===== src/rtl/zs_timer.sv =====
// zs_timer: TL-UL mtime/mtimecmp timer, single-outstanding responder.
// Define ZS_TIMER_HI_LATCH_EN for a coherent MTIME_HI shadow latched by LO reads.
package zs_timer_pkg;
  typedef struct packed {
    logic        a_valid;
    logic [2:0]  a_opcode;
    logic [2:0]  a_param;
    logic [1:0]  a_size;
    logic [7:0]  a_source;
    logic [31:0] a_address;
    logic [3:0]  a_mask;
    logic [31:0] a_data;
    logic        d_ready;
  } tl_h2d_t;

  typedef struct packed {
    logic        d_valid;
    logic [2:0]  d_opcode;
    logic [2:0]  d_param;
    logic [1:0]  d_size;
    logic [7:0]  d_source;
    logic        d_sink;
    logic [31:0] d_data;
    logic        d_error;
    logic        a_ready;
  } tl_d2h_t;

  localparam logic [2:0] PUT_FULL    = 3'd0;
  localparam logic [2:0] PUT_PARTIAL = 3'd1;
  localparam logic [2:0] GET         = 3'd4;
  localparam logic [2:0] ACK         = 3'd0;
  localparam logic [2:0] ACK_DATA    = 3'd1;
endpackage

module zs_timer
  import zs_timer_pkg::*;
#(
  parameter int          PrescaleWidth = 12,
  parameter logic [63:0] CmpResetVal   = 64'hFFFF_FFFF_FFFF_FFFF
) (
  input  logic    clk_i,
  input  logic    rst_ni,
  input  tl_h2d_t tl_i,
  output tl_d2h_t tl_o,
  output logic    intr_timer_o
);

  typedef enum logic {
    ST_IDLE,
    ST_RSP
  } st_e;

  localparam logic [PrescaleWidth-1:0] POne = 1;

  st_e st_q, st_d;

  logic [4:0]  addr;
  logic [2:0]  sel;
  logic [31:0] wdata;
  logic        accept;
  logic        is_get;
  logic        is_put;
  logic        bad;
  logic        wr_en;
  logic        rd_en;
  logic [7:0]  we;
  logic [31:0] rdata;
  logic [31:0] hi_rd;

  logic                     ctrl_en_q;
  logic [PrescaleWidth-1:0] prescale_q;
  logic [PrescaleWidth-1:0] pcnt_q;
  logic [63:0]              mtime_q;
  logic [63:0]              mtimecmp_q;
  logic                     intr_state_q;
  logic                     intr_enable_q;
  logic                     tick;
  logic                     cmp_hit;

  logic [2:0]  rsp_opcode_q;
  logic [1:0]  rsp_size_q;
  logic [7:0]  rsp_source_q;
  logic [31:0] rsp_data_q;
  logic        rsp_error_q;

  logic unused_tl;
  assign unused_tl = ^{tl_i.a_param, tl_i.a_address[31:5]};

  assign addr   = tl_i.a_address[4:0];
  assign sel    = addr[4:2];
  assign wdata  = tl_i.a_data;
  assign accept = tl_i.a_valid & (st_q == ST_IDLE);
  assign is_get = (tl_i.a_opcode == GET);
  assign is_put = (tl_i.a_opcode == PUT_FULL);

  // PutPartialData and unknown opcodes fall out via !(is_get | is_put)
  assign bad = (addr[1:0] != 2'b00) | (tl_i.a_size != 2'd2) |
               (tl_i.a_mask != 4'hF) | ~(is_get | is_put);

  assign wr_en = accept & is_put & ~bad;
  assign rd_en = accept & is_get & ~bad;
  assign we    = wr_en ? (8'b1 << sel) : 8'b0;

`ifdef ZS_TIMER_HI_LATCH_EN
  logic [31:0] shadow_q;

  always_ff @(posedge clk_i or negedge rst_ni) begin
    if (!rst_ni) begin
      shadow_q <= '0;
    end else if (we[3]) begin
      shadow_q <= wdata;
    end else if (rd_en && sel == 3'd2) begin
      shadow_q <= mtime_q[63:32];
    end
  end

  assign hi_rd = shadow_q;
`else
  assign hi_rd = mtime_q[63:32];
`endif

  always_comb begin
    rdata = '0;
    unique case (sel)
      3'd0: rdata = {31'b0, ctrl_en_q};
      3'd1: rdata = {{(32-PrescaleWidth){1'b0}}, prescale_q};
      3'd2: rdata = mtime_q[31:0];
      3'd3: rdata = hi_rd;
      3'd4: rdata = mtimecmp_q[31:0];
      3'd5: rdata = mtimecmp_q[63:32];
      3'd6: rdata = {31'b0, intr_state_q};
      3'd7: rdata = {31'b0, intr_enable_q};
      default: rdata = '0;
    endcase
  end

  assign tick    = ctrl_en_q & (pcnt_q == prescale_q);
  assign cmp_hit = (mtime_q >= mtimecmp_q);

  always_ff @(posedge clk_i or negedge rst_ni) begin
    if (!rst_ni) begin
      ctrl_en_q     <= 1'b0;
      prescale_q    <= '0;
      mtimecmp_q    <= CmpResetVal;
      intr_enable_q <= 1'b0;
    end else begin
      if (we[0]) ctrl_en_q <= wdata[0];
      if (we[1]) prescale_q <= wdata[PrescaleWidth-1:0];
      if (we[4]) mtimecmp_q[31:0] <= wdata;
      if (we[5]) mtimecmp_q[63:32] <= wdata;
      if (we[7]) intr_enable_q <= wdata[0];
    end
  end

  always_ff @(posedge clk_i or negedge rst_ni) begin
    if (!rst_ni) begin
      pcnt_q <= '0;
    end else if (we[1]) begin
      pcnt_q <= '0;
    end else if (ctrl_en_q) begin
      pcnt_q <= tick ? '0 : pcnt_q + POne;
    end
  end

  // A half-write beats the tick and the other half skips the carry
  always_ff @(posedge clk_i or negedge rst_ni) begin
    if (!rst_ni) begin
      mtime_q <= '0;
    end else if (we[2]) begin
      mtime_q[31:0] <= wdata;
    end else if (we[3]) begin
      mtime_q[63:32] <= wdata;
    end else if (tick) begin
      mtime_q <= mtime_q + 64'd1;
    end
  end

  always_ff @(posedge clk_i or negedge rst_ni) begin
    if (!rst_ni) begin
      intr_state_q <= 1'b0;
    end else begin
      intr_state_q <= cmp_hit | (intr_state_q & ~(we[6] & wdata[0]));
    end
  end

  assign intr_timer_o = intr_state_q & intr_enable_q;

  always_ff @(posedge clk_i or negedge rst_ni) begin
    if (!rst_ni) begin
      rsp_opcode_q <= ACK;
      rsp_size_q   <= '0;
      rsp_source_q <= '0;
      rsp_data_q   <= '0;
      rsp_error_q  <= 1'b0;
    end else if (accept) begin
      rsp_opcode_q <= is_get ? ACK_DATA : ACK;
      rsp_size_q   <= tl_i.a_size;
      rsp_source_q <= tl_i.a_source;
      rsp_data_q   <= rd_en ? rdata : 32'b0;
      rsp_error_q  <= bad;
    end
  end

  always_ff @(posedge clk_i or negedge rst_ni) begin
    if (!rst_ni) st_q <= ST_IDLE;
    else         st_q <= st_d;
  end

  always_comb begin
    st_d = st_q;
    unique case (st_q)
      ST_IDLE: if (tl_i.a_valid) st_d = ST_RSP;
      ST_RSP:  if (tl_i.d_ready) st_d = ST_IDLE;
      default: st_d = ST_IDLE;
    endcase
  end

  always_comb begin
    tl_o          = '0;
    tl_o.a_ready  = (st_q == ST_IDLE);
    tl_o.d_valid  = (st_q == ST_RSP);
    tl_o.d_opcode = rsp_opcode_q;
    tl_o.d_size   = rsp_size_q;
    tl_o.d_source = rsp_source_q;
    tl_o.d_data   = rsp_data_q;
    tl_o.d_error  = rsp_error_q;
  end

endmodule


===== config.mk =====
export PLATFORM = sky130hd
export DESIGN_NAME = zs_timer
export DESIGN_NICKNAME = d
export VERILOG_FILES = /design/src/rtl/zs_timer.sv
export SDC_FILE = /design/constraint.sdc
export NUM_CORES = 1
export LEC_CHECK = 0
export BUFFER_PORTS_ARGS = -buffer_cell sky130_fd_sc_hd__buf_4
export CAP_MARGIN = 20
export CORE_MARGIN = 2
export CORE_UTILIZATION = 60
export DETAILED_ROUTE_END_ITERATION = 12
export PLACE_DENSITY = 0.82
export SYNTH_ARGS = -nofsm -noshare
export SYNTH_HDL_FRONTEND = slang
export SYNTH_SLANG_ARGS = --single-unit

===== constraint.sdc =====
create_clock -name clk_i -period 3.3 [get_ports clk_i]
set_input_delay 0.66 -clock clk_i [delete_from_list [all_inputs] [get_ports clk_i]]
set_output_delay 0.66 -clock clk_i [all_outputs]
set_load 0.02 [all_outputs]

==> impl_metrics.tcl, run 1 <==
set metrics [dict create \
    outcome "completed" \
    synth-simple-area-share_pct 19.9 \
    layout.nets 1615 \
    clock-sinks 200 \
    met3_length_mm 3.63 \
    rows 52 \
    required_ps 3620 \
    drive_above_1_share_pct 21.6 \
    yosysWarnings 0 \
    path_clk_slew_ps 80 \
    async_flop_share_pct 100 \
    synth_top_family_by_area "simple AND/OR/NAND/NOR gates" \
    period_share_pct 89.6 \
    ys_top_cells_by_area "dfrtp_1 28%, dfstp_2 14%, ha_1 6.7%" \
    end_kind "register" \
    wire_per_inst_um 22.0 \
    finalCriticalPeriod_ps 2960 \
    path_max_fanout 9 \
    grt_antenna_before_repair 0 \
    preCtsSetupSlack_ps 150 \
    synthCells 1364 \
    clk_path_buf_depth 2 \
    synth_cell_type_count 64 \
    drtPass1Iterations 8 \
    rsz0062_at_grt "false" \
    highest_layer "met4" \
    clk_latency_ps 450 \
    synth_edf_count 0 \
    dieArea_um2 21700 \
    dpl_cell_area_um2 13600 \
    utilization_pct 70.5 \
    diodes 0 \
    cts_inserted_buffers 17 \
    timing_hold_violations_final 0 \
    critical_path_arrival_ps 3270 \
    start_util_pct 61.0 \
    core_area_um2 20200 \
    max_freq_ghz 0.338 \
    p_leak_nw 6.31 \
    met1Wirelength_mm 15.9 \
    synth_top_area_share_pct 27.7 \
    irDropWorstVdd_v 0.000337 \
    drt_wl_total_mm 38.4 \
    die_y_um 147 \
    grt_first_pass_wirelength_mm 60.9 \
    hold_slack_ps 204 \
    fillCellCount 1587 \
    grt_max_degree 67 \
    ant_nets 0 \
    dp_hpwl_mm 27.7 \
    grtUsageTotal_pct 35.7 \
    final.setup.worst_slack_ps 344 \
    area_growth_syn_to_layout_pct 15.7 \
    postSynthAreaPerCell_um2 9.01 \
    yosysSeqAreaShare_pct 41.4 \
    vias 11500 \
    ys.flop_type "dfrtp_1" \
    fin_tns_setup_ps 0 \
    finalInstanceArea_um2 14200 \
    syn_area_um2 12300 \
    worst-slew-pin-transition_ps 986 \
    synth_xor_area_share_pct 3.06 \
    drv_slew 0 \
    drc 0 \
    routabilityCongestion 1.02 \
    power_density_nw_per_um2 360 \
    cts_resized 0 \
    hold_path.class "in -> async" \
    finClkSkew_ps 13.7 \
    synth-seq-cells 200 \
    hold_buffers 0 \
    critPathKind "reg -> reg" \
    dieWidth_um 147 \
    via_per_inst 6.62 \
    post_cts_buffers 0 \
    io_pins 141 \
    wl_met2_mm 17.4 \
    first_global_vias 11200 \
    grt_overflow 0 \
    htree_levels 4 \
    synth_top_area_cell "dfrtp_1" \
    synth_compound_area_share_pct 18.1 \
    cts_tree "done" \
    synthMuxAreaShare_pct 5.42 \
    setup_viol 0 \
    io_buffers 104 \
    drv_cap 0 \
    drt_iter0_drc 1388 \
    slew_headroom_pct 34.0 \
    synthAdderAreaFrac_pct 6.72 \
    startpoint_type "register" \
    cts_root_buf "clkbuf_16" \
]
synth_stat cells (all sizes together) (6+ instances only):
master    n
a31oi    14
nand2b    6
dfstp    64
dfrtp   136
nand2   195
nand4    51
nor2     64
a221oi   19
a22oi    33
and2     14
or4      10
ha       66
a21o     12
o21a      8
a22o     31
a21oi    47
and4     14
nor2b     7
a32oi     8
and3     17
nor4b     6
nand3    43
o21ai    97
mux2     43
or3       8
nor3     26
clkbuf   71
mux2i    16
inv      74
buf      22
xor2     15
xnor2    28
o22ai    12
nor4     23
a41oi    10
report_power, final:
part           internal [W]  total (W)  switching (W)
clock               0.00121    0.00219       0.000982
combinational      0.000154   0.000428       0.000275
sequential          0.00249    0.00250      0.0000186
total               0.00385    0.00512        0.00128
worst paths after layout:
kind / startpoint / to / depth (start not counted) / slack [ps]
worst max-delay path: mtime_q[5] / mtime_q[63] / 6 / 340
worst min-delay path: rst_ni / pcnt_q[6] / 1 / 200
worst max register to register: mtime_q[5] / mtime_q[63] / 6 / 340
worst min register to register: rsp_size_q[1] / rsp_size_q[1] / 2 / 480
max in group asynchronous: rst_ni / mtimecmp_q[14] / 2 / 2240
min in group clk_i: tl_i[0] / st_q / 2 / 400
kinds of logic after synthesis:
family,Yosys count
AO/OA/AOI/OAI,332
AND/OR/NAND/NOR,495
other,1
flip-flops,200
multiplexers,60
XOR/XNOR,43
adder cells (fa/ha/maj),66
buffers and inverters,167
flip-flops by register name (all words and copies together), names as in the netlist:
| signal | count |
|---|---|
| mtimecmp_q | 64 |
| st_q | 1 |
| rsp_size_q | 2 |
| intr_state_q | 1 |
| prescale_q | 12 |
| rsp_error_q | 1 |
| rsp_data_q | 32 |
| pcnt_q | 12 |
| rsp_source_q | 8 |
| intr_enable_q | 1 |
| rsp_opcode_q | 1 |
| mtime_q | 64 |
| ctrl_en_q | 1 |
worst max-delay path, cell delays in order (launching register included):
cell	delay, ps
dfrtp_1	520
nand3_1	190
nor4_1	640
nand4_1	470
or4b_2	740
o32ai_1	180
nor2_1	90
final cells by class:
type                       instances  area (um2)  area share [%]
clock buffer                      23         488            3.43
clock inverter                     9         115           0.809
inverter                          74         278            1.95
multi-input combinational       1002        6600            46.4
sequential                       200        5080            35.8
tap                              270         338            2.38
timing repair buffer             166        1320            9.25
placed cells by master (no fill, tap or decap), drive strengths merged, types with 47 or more instances in the layout:
cell type    n
a21oi       47
buf        165
dfrtp      136
dfstp       64
ha          66
inv         76
nand2      195
nand4       51
nor2        64
o21ai       97
through the flow:
step / cells / power (W)
finish: 1744 / 0.00512
global route: 1744 / 0.00526
CTS: 1744 / 0.00513
detailed placement: 1712 / 0.00298
global placement: 1712 / 0.00297
floorplan: 1369 / 0.00274
routing by layer:
metal / up-vias / global-route usage [%]
li1: 5178 / -
met1: 5573 / 49.9
met2: 679 / 55.5
met3: 117 / 6.52
met4: 0 / 14.4
met5: - / 0
No activity file was read; power rests on OpenSTA's default activity.
==> run 2, diff against run 1 <==
Settings changed: CORE_UTILIZATION 60 to 58, PLACE_DENSITY 0.82 to 0.79.
==> run 2 against run 1 <==
- final cell count is essentially flat
- largest power group unchanged
- largest cell class unchanged
- critical path depth increased by 1
- first-iteration DRC count decreased by 24%
- critical path type unchanged
- total power shrank 1.5%
- final area decreased by 0.41%
- clock skew increased by 0.50 ps
- die area is 3.4% higher
- clock power shrank 3%
- combinational power is essentially flat
==> impl_metrics.tcl, run 2 (synthesis gave the netlist of run 1 again) <==
set metrics [dict create \
    outcome "completed" \
    ant_nets 0 \
    drt_wl_total_mm 37.4 \
    core_area_um2 20900 \
    finalCriticalPeriod_ps 2980 \
    path_clk_slew_ps 70 \
    reg2reg_slack_ps 320 \
    max_freq_ghz 0.336 \
    cts_root_buf "clkbuf_16" \
    io_pins 141 \
    slew_headroom_pct 31.9 \
    layout_common_cells "194 x nand2_1, 154 x buf_4, 136 x dfrtp_1" \
    setup_viol 0 \
    drv_slew 0 \
    drc 0 \
    area_growth_syn_to_layout_pct 15.2 \
    power_density_nw_per_um2 356 \
    period_share_pct 90.3 \
    startpoint_type "register" \
    clk_path_buf_depth 2 \
    drtPass1Iterations 7 \
    worst-slew-pin-transition_ps 1020 \
    clock-sinks 200 \
    critPathKind "reg -> reg" \
    cts_tree "done" \
    rows 53 \
    cts_inserted_buffers 17 \
    grt_overflow 0 \
    grt_first_pass_wirelength_mm 59.0 \
    drive_above_1_share_pct 21.0 \
    fin_tns_setup_ps 0 \
    wire_per_inst_um 21.4 \
    timing_hold_violations_final 0 \
    cts_resized 0 \
    post_cts_buffers 0 \
    p_leak_nw 6.26 \
    largestRegisters "mtime_q x64, mtimecmp_q x64, rsp_data_q x32" \
    start_util_pct 58.9 \
    critical_path_arrival_ps 3320 \
    finClkSkew_ps 14.2 \
    io_buffers 104 \
    routabilityCongestion 0.948 \
    hold_path.class "in -> async" \
    final.setup.worst_slack_ps 322 \
    required_ps 3640 \
    htree_levels 4 \
    diodes 0 \
    grt_max_degree 68 \
    rsz0062_at_grt "false" \
    grtUsageTotal_pct 34.1 \
    layout_commonest_cell "nand2_1" \
    end_kind "register" \
    hold_slack_ps 185 \
    grt_antenna_before_repair 0 \
    via_per_inst 6.48 \
    preCtsSetupSlack_ps 306 \
    dp_hpwl_mm 26.7 \
    hold_buffers 0 \
    drt_iter0_drc 1049 \
    dieArea_um2 22400 \
    die_y_um 150 \
    drv_cap 0 \
    dieWidth_um 150 \
    irDropWorstVdd_v 0.000321 \
    layout.nets 1609 \
    clk_latency_ps 440 \
    path_max_fanout 32 \
    vias 11300 \
    first_global_vias 10700 \
]
## run 2: where the power goes
part	internal, W	switching (W)	leakage (nW)
registers	0.00249	0.0000178	2.40
clock network	0.00117	0.000949	0.273
logic	0.000151	0.000274	3.59
total	0.00380	0.00124	6.26
## run 2: layout make-up
class                      count  area (um2)
clock inverter                 8         111
inverter                      74         278
fill                        1700        6730
tap                          275         344
clock buffer                  24         472
timing repair buffer         160        1270
sequential                   200        5080
multi-input combinational   1002        6600
## run 2: path summary, 6_finish.rpt
check,start,end,cells past startpoint
setup / recovery,pcnt_q[2],mtime_q[55],7
hold / removal,rst_ni,pcnt_q[1],1
setup reg to reg,pcnt_q[2],mtime_q[55],7
hold reg to reg,rsp_size_q[1],rsp_size_q[1],2
max in group asynchronous,rst_ni,mtimecmp_q[9],2
min in group clk_i,tl_i[70],rsp_source_q[1],3
## run 2: routing by layer
layer | global-route usage [%] | vias up | routed length [um]
met5 | 0 | - | 0
met4 | 12.7 | 0 | 1180
met3 | 7.84 | 97 | 3430
met2 | 51.6 | 572 | 16800
met1 | 48.0 | 5455 | 16000
li1 | - | 5173 | -
## run 2: worst max-delay path: stages (launching register included)
cell and delay, ps:
dfrtp_1 470, xnor2_1 210, nand4_1 140, or4_1 600, buf_4 300, nor2_1 660
nand4_1 220, a22oi_1 260
## run 2: metrics by stage
stage / total power (W) / cells / area (um2) / util [%]
2_1_floorplan: 0.00274 / 1369 / 12300 / -
3_3_place_gp: 0.00296 / 1711 / 13600 / 65.0
3_5_place_dp: 0.00297 / 1711 / 13600 / 65.0
4_1_cts: 0.00507 / 1743 / 14200 / 67.8
5_1_grt: 0.00520 / 1743 / 14200 / 67.8
6_report: 0.00505 / 1743 / 14200 / 67.8
==> run 3, diff against run 2 <==
Settings changed: ABC_AREA set to 1.
==> run 3 against run 2 <==
- register-to-register slack better by 260 ps
- non-clock buffer count down 32
- combinational power up 24%
- total power up 3.0%
- die area up 14%
- hold slack better by 57 ps
- sequential power about the same
- critical path depth up 4
- core utilization down 1.7 points
- clock power about the same
- largest power group unchanged
==> impl_metrics.tcl, run 3 <==
set metrics [dict create \
    fillCellCount 2159 \
    stdcell_count 2477 \
    dieWidth_um 159 \
    power_density_nw_per_um2 333 \
    synth-seq-cells 200 \
    timing_hold_violations_final 0 \
    area_growth_syn_to_layout_pct 11.5 \
    dieArea_um2 25400 \
    drv_cap 0 \
    startpoint_type "register" \
    cts_resized 0 \
    core_area_um2 23600 \
    htree_levels 4 \
    hold_buffers 0 \
    layout_commonest_cell "nand2_1" \
    diodes 0 \
    synthAdderAreaFrac_pct 5.90 \
    async_flop_share_pct 100 \
    irDropWorstVdd_v 0.000242 \
    crit_chain "inv_2, nand2_2, nor2_1, nand2_1, nor2_4, nand3_4, nand2_1, nand2_4, nor2_1, nand2_1, nand2_1" \
    grt_antenna_before_repair 0 \
    synth_compound_area_share_pct 11.7 \
    layout_common_cells "687 x nand2_1, 247 x inv_1, 234 x nor2_1" \
    synthMuxAreaShare_pct 0 \
    slew_headroom_pct 49.6 \
    layout.nets 2299 \
    slowest_stage "nand2_1" \
    grt_max_degree 81 \
    period_share_pct 82.4 \
    io_pins 141 \
    synth_common_cells "688 x nand2_1, 247 x inv_1, 234 x nor2_1" \
    ys.flop_type "dfrtp_1" \
    synth-simple-area-share_pct 34.4 \
    end_kind "register" \
    drt_iter0_drc 1798 \
    critical-path-max-stage-delay_ps 500 \
    place_inst 2445 \
    clk_path_buf_depth 2 \
    die_y_um 159 \
    rsz0062_at_grt "false" \
    hold_path.class "in -> async" \
    finClkSkew_ps 17.9 \
    first_global_vias 13700 \
    yosysSeqAreaShare_pct 36.3 \
    wire_per_inst_um 19.9 \
    drc 0 \
    critical_path_arrival_ps 3110 \
    dp_hpwl_mm 37.5 \
    max_freq_ghz 0.368 \
    synthCells 2064 \
    ys_top_cells_by_area "dfrtp_1 24%, nand2_1 18%, dfstp_2 12%" \
    synth_top_area_share_pct 24.3 \
    largestRegisters "mtime_q x64, mtimecmp_q x64, rsp_data_q x32" \
    cts_root_buf "clkbuf_16" \
    clk_latency_ps 460 \
    cts_inserted_buffers 17 \
    io_buffers 104 \
    p_leak_nw 7.99 \
    synth_most_common_cell "nand2_1" \
    start_util_pct 59.3 \
    post_cts_buffers 0 \
    cp_top_family "simple AND/OR/NAND/NOR gates" \
    synth_xor_area_share_pct 2.06 \
    synth_cell_type_count 49 \
    rows 56 \
    drt_wl_total_mm 49.2 \
    finalInstanceArea_um2 15600 \
    required_ps 3690 \
    worst-slew-pin-transition_ps 753 \
    syn_area_um2 14000 \
    yosysWarnings 0 \
    via_per_inst 5.86 \
    drv_slew 0 \
    routabilityCongestion 1.03 \
    grtUsageTotal_pct 38.9 \
    cts_tree "done" \
    synth_top_family_by_area "simple AND/OR/NAND/NOR gates" \
    dpl_cell_area_um2 15000 \
    setup_viol 0 \
    path_max_fanout 34 \
    critPathKind "reg -> reg" \
    synth_top_area_cell "dfrtp_1" \
    power_w 0.00520 \
    drtPass1Iterations 9 \
    grt_first_pass_wirelength_mm 76.8 \
    synth_edf_count 0 \
    path_clk_slew_ps 80 \
    grt_overflow 0 \
    fin_tns_setup_ps 0 \
    ant_nets 0 \
    cp_common_cell "nand2_1" \
    vias 14500 \
    drive_above_1_share_pct 13.1 \
    outcome "completed" \
    clock-sinks 200 \
    crit_buf_inv 1 \
    finalCriticalPeriod_ps 2720 \
    postSynthAreaPerCell_um2 6.79 \
]
run 3: cell types whose count changed after synthesis, moves of 19 or more:
cell / change
nor4_1: -23
nand2_1: +493
mux2_2: -43
a22oi_1: -31
o21ai_2: +32
nor2_1: +170
xnor2_1: -20
clkbuf_1: -43
inv_1: +173
o22ai_1: +35
a221oi_1: -19
nand3_1: +126
o21ai_1: +26
a22o_1: -31
run 3: routing by layer:
metal / global-route usage, % / wire, um
met5: 0 / 0
met4: 15.3 / 1910
met3: 8.60 / 5340
met2: 59.6 / 21500
met1: 54.0 / 20500
run 3: logic make-up (layout without fill, tap and decap cells):
group | count (synthesis) | after routing
other | 1 | 6
AND/OR/NAND/NOR | 1162 | 1162
buffers and inverters | 327 | 416
AO/OA/AOI/OAI | 275 | 275
flip-flops | 200 | 200
adder cells (fa/ha/maj) | 66 | 66
XOR/XNOR | 33 | 33
run 3: per-stage QoR:
step / hold slack, ps / utilization [%] / setup WS (ps)
2_1_floorplan: 364 / - / 1340
5_1_grt: 289 / 66.1 / 390
3_5_place_dp: 468 / 63.6 / 402
6_report: 242 / 66.1 / 580
3_3_place_gp: 461 / 63.6 / 502
4_1_cts: 274 / 66.1 / 690
run 3: final timing paths:
path	startpoint	endpoint	slack, ps	cells past startpoint
hold reg to reg	mtimecmp_q[7]	mtimecmp_q[7]	480	2
max in group asynchronous	rst_ni	mtimecmp_q[39]	2150	2
hold / removal	rst_ni	pcnt_q[6]	240	1
setup / recovery	st_q	mtime_q[52]	580	11
min in group clk_i	tl_i[71]	rsp_source_q[2]	410	3
setup reg to reg	st_q	mtime_q[52]	580	11
run 3: cell type report:
type / instances / area (um2) / area share, %
clock buffers: 18 / 429 / 2.75
clock inverters: 14 / 153 / 0.978
inverters: 256 / 961 / 6.16
multi-input cells: 1542 / 7590 / 48.6
flip-flops and latches: 200 / 5080 / 32.6
well taps: 319 / 399 / 2.56
repair buffers: 128 / 992 / 6.36
run 3: power breakdown:
part	switching [W]	total, W	internal, W
clock	0.00112	0.00214	0.00102
sequential	0.0000386	0.00253	0.00249
combinational	0.000349	0.000527	0.000178
